--- src/rtl/capture_ctrl.sv ---
// capture_ctrl: sample-strobe generator and capture sequencer for a ring-buffer
// logic analyzer. Decimates probe_data by a programmable divider, counts pre- and
// post-trigger samples, and reports the ring index of the first post-trigger sample.
module capture_ctrl #(
  parameter int DATA_W = 16
) (
  input  logic              core_clk,
  input  logic              core_rst_n,
  input  logic              sample_en,
  input  logic [23:0]       sample_divider,
  input  logic [31:0]       sample_depth,
  input  logic [31:0]       pre_depth,
  input  logic              trig_hit,
  input  logic [DATA_W-1:0] probe_data,
  input  logic              wfifo_full,
  output logic              capture_valid,
  output logic [DATA_W-1:0] capture_data,
  output logic              capture_done,
  output logic [31:0]       sample_last_cnt,
  output logic [31:0]       trig_pos,
  output logic              overflow
);

  localparam logic [2:0] S_IDLE      = 3'd0;
  localparam logic [2:0] S_PRETRIG   = 3'd1;
  localparam logic [2:0] S_WAIT_TRIG = 3'd2;
  localparam logic [2:0] S_POSTTRIG  = 3'd3;
  localparam logic [2:0] S_DONE      = 3'd4;

  logic [2:0]        state_q, state_d;
  logic              en_prev_q, en_prev_d;
  logic [23:0]       div_q, div_d;
  logic [23:0]       div_cnt_q, div_cnt_d;
  logic [31:0]       depth_q, depth_d;
  logic [31:0]       pre_q, pre_d;
  logic [31:0]       ring_idx_q, ring_idx_d;
  logic [31:0]       pre_cnt_q, pre_cnt_d;
  logic [31:0]       post_cnt_q, post_cnt_d;
  logic [31:0]       last_cnt_q, last_cnt_d;
  logic [31:0]       trig_pos_q, trig_pos_d;
  logic              capture_valid_q, capture_valid_d;
  logic [DATA_W-1:0] capture_data_q, capture_data_d;
  logic              capture_done_q, capture_done_d;
  logic              overflow_q, overflow_d;

  logic              en_rise;
  logic              active;
  logic              trig_now;
  logic              tick;
  logic [31:0]       depth_eff;
  logic [31:0]       pre_eff;
  logic [31:0]       post_need;
  logic [31:0]       ring_next;

  // Decode helpers: start edge, sample tick, clamped start parameters, ring wrap
  always_comb begin
    en_rise   = sample_en & ~en_prev_q;
    active    = (state_q == S_PRETRIG) || (state_q == S_WAIT_TRIG) || (state_q == S_POSTTRIG);
    depth_eff = (sample_depth == 32'd0) ? 32'd1 : sample_depth;
    pre_eff   = (pre_depth > depth_eff) ? depth_eff : pre_depth;
    post_need = depth_q - pre_q;
    trig_now  = (state_q == S_WAIT_TRIG) && sample_en && trig_hit;
    // A trigger that finds no post-trigger room ends the capture without a strobe;
    // an abort (sample_en low) also suppresses the tick.
    tick      = active && sample_en && (div_cnt_q == 24'd0) &&
                !(trig_now && (post_need == 32'd0));
    ring_next = (ring_idx_q == last_cnt_q) ? 32'd0 : ring_idx_q + 32'd1;
  end

  // Next-state logic for the FSM, counters and output registers
  always_comb begin
    state_d         = state_q;
    en_prev_d       = sample_en;
    div_d           = div_q;
    div_cnt_d       = div_cnt_q;
    depth_d         = depth_q;
    pre_d           = pre_q;
    ring_idx_d      = ring_idx_q;
    pre_cnt_d       = pre_cnt_q;
    post_cnt_d      = post_cnt_q;
    last_cnt_d      = last_cnt_q;
    trig_pos_d      = trig_pos_q;
    capture_valid_d = tick;
    capture_data_d  = tick ? probe_data : capture_data_q;
    overflow_d      = overflow_q | (capture_valid_q & wfifo_full);

    if (active) begin
      div_cnt_d = (div_cnt_q == 24'd0) ? div_q : div_cnt_q - 24'd1;
    end
    if (tick) begin
      ring_idx_d = ring_next;
    end

    case (state_q)
      S_IDLE: begin
        if (en_rise) begin
          depth_d    = depth_eff;
          pre_d      = pre_eff;
          div_d      = sample_divider;
          last_cnt_d = depth_eff - 32'd1;
          ring_idx_d = 32'd0;
          pre_cnt_d  = 32'd0;
          post_cnt_d = 32'd0;
          overflow_d = 1'b0;
          state_d    = (pre_eff != 32'd0) ? S_PRETRIG : S_WAIT_TRIG;
        end
      end
      S_PRETRIG: begin
        if (!sample_en) begin
          state_d = S_IDLE;
        end else if (tick) begin
          pre_cnt_d = pre_cnt_q + 32'd1;
          if (pre_cnt_q + 32'd1 == pre_q) begin
            state_d = S_WAIT_TRIG;
          end
        end
      end
      S_WAIT_TRIG: begin
        if (!sample_en) begin
          state_d = S_IDLE;
        end else if (trig_hit) begin
          // The next strobed sample (or the coincident one) sits at the current index.
          trig_pos_d = ring_idx_q;
          if (post_need == 32'd0) begin
            state_d = S_DONE;
          end else if (tick) begin
            post_cnt_d = post_need - 32'd1;
            state_d    = (post_need == 32'd1) ? S_DONE : S_POSTTRIG;
          end else begin
            post_cnt_d = post_need;
            state_d    = S_POSTTRIG;
          end
        end
      end
      S_POSTTRIG: begin
        if (!sample_en) begin
          state_d = S_IDLE;
        end else if (tick) begin
          post_cnt_d = post_cnt_q - 32'd1;
          if (post_cnt_q == 32'd1) begin
            state_d = S_DONE;
          end
        end
      end
      S_DONE: begin
        if (!sample_en) begin
          state_d = S_IDLE;
        end
      end
      default: begin
        state_d = S_IDLE;
      end
    endcase

    // The divider counter idles at zero so the first active cycle always ticks.
    if ((state_d == S_IDLE) || (state_d == S_DONE)) begin
      div_cnt_d = 24'd0;
    end
    capture_done_d = (state_d == S_DONE);
  end

  // State registers; en_prev resets high so a level held through reset cannot start a capture
  always_ff @(posedge core_clk or negedge core_rst_n) begin
    if (!core_rst_n) begin
      state_q         <= S_IDLE;
      en_prev_q       <= 1'b1;
      div_q           <= 24'd0;
      div_cnt_q       <= 24'd0;
      depth_q         <= 32'd0;
      pre_q           <= 32'd0;
      ring_idx_q      <= 32'd0;
      pre_cnt_q       <= 32'd0;
      post_cnt_q      <= 32'd0;
      last_cnt_q      <= 32'd0;
      trig_pos_q      <= 32'd0;
      capture_valid_q <= 1'b0;
      capture_data_q  <= '0;
      capture_done_q  <= 1'b0;
      overflow_q      <= 1'b0;
    end else begin
      state_q         <= state_d;
      en_prev_q       <= en_prev_d;
      div_q           <= div_d;
      div_cnt_q       <= div_cnt_d;
      depth_q         <= depth_d;
      pre_q           <= pre_d;
      ring_idx_q      <= ring_idx_d;
      pre_cnt_q       <= pre_cnt_d;
      post_cnt_q      <= post_cnt_d;
      last_cnt_q      <= last_cnt_d;
      trig_pos_q      <= trig_pos_d;
      capture_valid_q <= capture_valid_d;
      capture_data_q  <= capture_data_d;
      capture_done_q  <= capture_done_d;
      overflow_q      <= overflow_d;
    end
  end

  assign capture_valid   = capture_valid_q;
  assign capture_data    = capture_data_q;
  assign capture_done    = capture_done_q;
  assign sample_last_cnt = last_cnt_q;
  assign trig_pos        = trig_pos_q;
  assign overflow        = overflow_q;

endmodule

--- config.mk ---
export PLATFORM = sky130hd
export DESIGN_NAME = capture_ctrl
export DESIGN_NICKNAME = d
export VERILOG_FILES = /design/src/rtl/capture_ctrl.sv
export SDC_FILE = /design/constraint.sdc
export NUM_CORES = 1
export LEC_CHECK = 0
export ABC_AREA = 1
export CAP_MARGIN = 10
export CORE_MARGIN = 8
export CORE_UTILIZATION = 50
export CTS_BUF_LIST = sky130_fd_sc_hd__clkbuf_4 sky130_fd_sc_hd__clkbuf_8
export DETAILED_ROUTE_END_ITERATION = 7
export PLACE_DENSITY = 0.79
export SKIP_CTS_REPAIR_TIMING = 1
export SYNTH_ARGS = -nofsm -noshare
export SYNTH_HDL_FRONTEND = slang
export SYNTH_SLANG_ARGS = --single-unit
--- constraint.sdc ---
create_clock -name core_clk -period 8.5 [get_ports core_clk]
set_input_delay 1.275 -clock core_clk [delete_from_list [all_inputs] [get_ports core_clk]]
set_output_delay 1.275 -clock core_clk [all_outputs]
set_load 0.03 [all_outputs]
== After elaboration in Yosys (flattened, before gate mapping) ==
Cells that the tools add are included.

* Bits in registers: 295
* Word-level logic and storage cells: 104
* Output and inout bits: 83

* Order comparisons: 1
* Add/subtract/negate cells: 7
* Bitwise operators: 4
* Reductions and logical operators: 23
* Muxes and demuxes: 37
* Eq/ne operators: 17

{| class="wikitable"
|+ Operator list
! cell !! count
|-
| $mux 32 || 15
|-
| $pmux 32 s3 || 1
|-
| $sub 32x1->32 const B || 3
|-
| $mux 24 || 3
|-
| $add 32x1->32 const B || 2
|-
| $eq 32x1->1 const B || 2
|-
| $eq 32x32->1 || 2
|-
| $logic_not 32->1 || 2
|-
| $pmux 32 s2 || 1
|-
| $mux 3 || 13
|-
| $gt 32x32->1 || 1
|-
| $reduce_bool 32->1 || 1
|-
| $sub 32x32->32 || 1
|-
| $logic_not 24->1 || 1
|-
| $sub 24x1->24 const B || 1
|-
| $ne 2x2->1 const B || 8
|-
| $pmux 3 s5 || 1
|-
| $reduce_and 7->1 || 1
|-
| $eq 3x2->1 const B || 2
|-
| $eq 3x3->1 const B || 2
|-
| $logic_and 1x1->1 || 6
|-
| $logic_not 3->1 || 2
|-
| $reduce_and 4->1 || 1
|-
| $reduce_bool 2->1 || 2
|-
| 11 further kinds || 15
|}

== Longest topological paths before layout ==
* Word-level depth: 14
* Depth in mapped cells: 29
* Gate-level depth less buffers: 28

== Least setup slack after synthesis ==
Ideal clock, no wire load.

* Path kind: input port to flip-flop
* Start: input port sample_depth[4]
* End: register div_cnt_q[11]
* Path slack: 4372 ps
* Arrival: 4005 ps
* Buffers on the path: 2
* Data required time: 8378 ps
* Cell stages on the path: 29
* Setup time: 122 ps
* Path through: nor2_1 > nand3_1 > nor4_1 > nand4_1 > nand2_1 > ha_1 > inv_1 > nand2_1 > nand2_1 > nand2_1 > nand2_1 > nand2_1 > nand2_1 > nand2_1 > nand4_2 > nand2_2 > buf_2 > nand2_1 > o21ai_1 > nand2_1 > nor2_1 > nand3_1 > nor2_1 > nand2_1 > nand2_1 > nand3_2 > nor2_4 > buf_6 > nor2_2

* Longest elaborated chain between the ends: 11
* Elaborated cells between the ends (all ways): 13
* Those cells by class: order compare: 1; eq/ne: 1; mux: 6; reduce/logical: 5

{| class="wikitable"
|+ Ends and longest elaborated chain
! item !! line !! source
|-
| start: declaration || 11 || <nowiki>input logic [31:0] sample_depth,</nowiki>
|-
| $logic_not 32->1 (*) || 59 || <nowiki>depth_eff = (sample_depth == 32'd0) ? 32'd1 : sample_depth;</nowiki>
|-
| $mux 32 (*) || 59 ||
|-
| net depth_eff[0] || 50 || <nowiki>logic [31:0] depth_eff;</nowiki>
|-
| $gt 32x32->1 || 60 || <nowiki>pre_eff = (pre_depth > depth_eff) ? depth_eff : pre_depth;</nowiki>
|-
| $mux 32 (*) || 60 ||
|-
| $reduce_bool 32->1 (*) || 105 || <nowiki>state_d = (pre_eff != 32'd0) ? S_PRETRIG : S_WAIT_TRIG;</nowiki>
|-
| $mux 2 (*) || 105 ||
|-
| $mux 3 (*) || 96 || <nowiki>if (en_rise) begin</nowiki>
|-
| $pmux 3 s5 (*) || 94 || <nowiki>case (state_q)</nowiki>
|-
| net state_d[0] || 30 || <nowiki>logic [2:0] state_q, state_d;</nowiki>
|-
| $eq 3x3->1 / $logic_not 3->1 (equally long branches) || 156 || <nowiki>if ((state_d == S_IDLE) || (state_d == S_DONE)) begin</nowiki>
|-
| $logic_or 1x1->1 (*) || 156 ||
|-
| $mux 24 / $reduce_bool 2->1 (equally long branches) || -- ||
|-
| end signal: assignment || 184 || <nowiki>div_cnt_q <= div_cnt_d;</nowiki>
|-
| end: declaration || 33 || <nowiki>logic [23:0] div_cnt_q, div_cnt_d;</nowiki>
|}

The timed path passes the listed nets; every way through them passes the cells marked *.
A chain may end at the register's enable or synchronous reset.

== Worst setup path after layout ==
* Start: input port sample_depth[5]
* End: register div_cnt_q[2]

The elaborated chain is that of the path after synthesis.

==> results.tsv <==
metric	value	unit
cp_cell_sequence	clkdlybuf4s50_1, nor2_1, nand3_1, nor4_1, nand4_1, nand2_1, ha_1, nand2_1, nor4_1, nand3b_2, nand2_2, nand2_1, o21ai_0, nand2_1, nor2_1, nand2_1, nor2_1, nand2_1, nand2_1, nand3_2, nor2_4, nor2_1	
start_util	0.503	
grt_pass1_wl	118000	um
synth.distinct_cells	61	
std_cell_rows	76	
crit-reg2reg-launch	pre_q[0]$_DFFE_PN0P_	
syn_avg_cell_area	6.70	um2
clkLatencyLatePin	680	ps
vdd_drop_max	193	uV
layout_commonest_cell	nand2_1	
post-route-util	0.585	
pwr-share-comb	0.481	
holdPathEnd	capture_data[5]$_DFFE_PN0N_	
worstPathArrival	6230	ps
placed_area	23800	um2
synth_edf_count	0	
drc	0	
area_growth	16.2	%
setup_viol	0	
relSlewSlack	0.355	
timing.fmax	174	MHz
wl	76500	um
cp_max_fo	36	
crit_path_max_incr_delay	730	ps
port_buffers	191	
skew	61.6	ps
drtPass1Iterations	6	
grt_overflow	0	
die_area	50000	um2
cts_tree	built	
boundaryPins	192	
powerDensity	261	nW/um2
grt_use_total	0.299	
synth_area	21500	um2
power_switching	3020	uW
synth-seq-cells	295	
cp-end-kind	flop	
vias	22000	
fin_cells	3982	
fp.dieH	224	um
tightestPinTransition	965	ps
tns	0	ps
fillCellCount	4063	
seq_area_frac_synth	0.343	
gp_congestion	1.02	
fin_area	25000	um2
wl_per_cell	19.2	um
postSynth.asyncResetShare	1.00	
sw_frac_of_total	0.462	
vias_per_cell	5.54	
drtAntennaViolNets	0	
setup_ws	2750	ps
core_area	42800	um2
cts_made_buffers	53	
synth_cells	3212	
htreeDepth	2	
yosys_warnings	0	
pwr-share-clk	0.230	
clkSinkCount	295	
startpoint_type	primary input	
crit_required	8980	ps
nets	3569	
crit_slowest_cell	nor2_4	
reg2reg_depth	18	
cts_root_buf	clkbuf_8	
critical_path_class	in -> reg	
die_w	224	um
hpwl	59600	um
clk_pin_slew_worst_paths	60	ps
mostFrequentLayoutCells	nand2_1 (924), inv_1 (434), nor2_1 (384), dfrtp_1 (294), o21ai_0 (213)	
grt_max_degree	134	
holdPathStages	2	
dp.cells	3879	
timing.final.crit_period	5750	ps
final-max-slew-violation-count	0	
drive_above_1_share	0.0679	
synth_fp_nets	3393	
antenna_found_initial	10	
synth-main-ff-cell	dfrtp_1	
seqPwrFrac	0.289	
r2r-end	post_cnt_q[31]$_DFFE_PN0P_	
p_int	3520	uW
max_cap_viol_count	0	
finalCritPeriodShare	0.676	
status	completed	
p_leak	0.0119	uW
rsz0062_at_grt	false	
reg2reg_setup_slack	3610	ps
hp-start	capture_data[5]$_DFFE_PN0N_	
hold_path_class	reg -> reg	
worst_path_most_repeated_cell	nand2_1	
hold_violations	0	
grt_pass1_vias	20800	
clockBufferDepth	3	
post-place-ws	2230	ps
drt_iter0_markers	2272	
## per-layer routing
layer | track usage | vias up | wire length, um
met1 | 0.397 | 10300 | 32300
li1 | - | 10600 | -
met3 | 0.0649 | 191 | 6630
met2 | 0.461 | 941 | 34000
met5 | 0 | - | 28
met4 | 0.144 | 4 | 3550
## cell type report
cell class,instances,area [um2],area share
Antenna cell,7,17.5,0.000700
Clock buffer,84,1070,0.0430
Clock inverter,12,124,0.00495
Inverter,449,1690,0.0675
Multi-Input combinational cell,2389,12100,0.482
Sequential cell,295,7380,0.295
Tap cell,546,683,0.0273
Timing Repair Buffer,200,2000,0.0798
## critical path: cells and delay by family
family	cells	cell delay, ps
AOI/OAI and AO/OA	1	130
buffers and inverters	1	510
adders and majority gates	1	140
and+or+nand+nor	19	4130
## how the worst max path moves through the flow
stage,start,end,depth (start not counted)
2_1_floorplan,sample_depth[4],div_cnt_q[11]$_DFFE_PN0P_,29
3_3_place_gp,sample_depth[5],div_cnt_q[2]$_DFFE_PN0P_,22
3_5_place_dp,sample_depth[5],div_cnt_q[2]$_DFFE_PN0P_,22
4_1_cts,sample_depth[5],div_cnt_q[23]$_DFFE_PN0P_,22
5_1_grt,sample_depth[5],div_cnt_q[1]$_DFFE_PN0P_,22
6_report,sample_depth[5],div_cnt_q[2]$_DFFE_PN0P_,22
## sequential cells by signal, summed over array words and instances, names as in the netlist, 3 cells and up
signal           count
ring_idx_q          32
depth_q             32
trig_pos            32
post_cnt_q          32
pre_q               32
div_cnt_q           24
sample_last_cnt     32
div_q               24
pre_cnt_q           32
state_q              3
capture_data        16
## cell usage after synthesis, types with 2 or more instances
| cell | number | area (um2) |
|---|---|---|
| o211ai_1 | 9 | 67.6 |
| mux2i_1 | 2 | 20.0 |
| o22ai_2 | 20 | 250 |
| nand2_2 | 23 | 144 |
| o21ai_1 | 9 | 45.0 |
| dfrtp_1 | 294 | 7360 |
| nand4_1 | 57 | 357 |
| nand3_2 | 5 | 50.1 |
| nand2_4 | 2 | 22.5 |
| o21bai_1 | 5 | 37.5 |
| buf_2 | 11 | 55.1 |
| nor2_4 | 5 | 56.3 |
| clkinv_1 | 2 | 7.51 |
| o311ai_0 | 2 | 17.5 |
| o21a_1 | 3 | 22.5 |
| nor3_2 | 2 | 20.0 |
| or2_2 | 4 | 25.0 |
| nor4_1 | 20 | 125 |
| clkbuf_1 | 50 | 188 |
| nand3b_1 | 10 | 75.1 |
| o31ai_1 | 5 | 37.5 |
| inv_2 | 12 | 45.0 |
| nor3_1 | 83 | 415 |
| buf_1 | 2 | 7.51 |
| inv_1 | 434 | 1630 |
| nand2_1 | 926 | 3480 |
| buf_4 | 4 | 30.0 |
| buf_6 | 12 | 135 |
| a21o_1 | 3 | 22.5 |
| nor2_2 | 39 | 244 |
| xnor2_1 | 20 | 175 |
| a21oi_1 | 122 | 611 |
| nand3_1 | 182 | 911 |
| xor2_1 | 103 | 902 |
| o22ai_1 | 3 | 18.8 |
| a2bb2oi_1 | 8 | 70.1 |
| ha_1 | 71 | 888 |
| a22oi_1 | 14 | 105 |
| nor2_1 | 385 | 1450 |
| a31oi_1 | 15 | 93.8 |
| o21ai_0 | 213 | 1070 |
| nand4_2 | 2 | 25.0 |
## metrics by stage
stage	total power, uW	hold WS (ps)
after floorplan	3960	444
after global placement	4940	461
after detailed placement	4970	464
after CTS	6500	479
after global routing	6950	490
final	6530	477
## power groups by stage
| stage | registers [uW] | clock network, uW | logic, uW |
|---|---|---|---|
| floorplan | 1960 | 0 | 2000 |
| finish | 1890 | 1510 | 3140 |
| CTS | 1880 | 1530 | 3090 |
| detailed placement | 1900 | 0 | 3070 |
| global placement | 1900 | 0 | 3050 |
| global route | 1910 | 1580 | 3460 |
## cell families after synthesis
logic type / share of synthesized area
compound gates: 0.116
xor+xnor: 0.0518
fa+ha+maj: 0.0422
buf+inv: 0.0977
flops: 0.343
mux: 0.00145
simple gates: 0.347
Note: power is estimated with default switching activity, not from simulation.
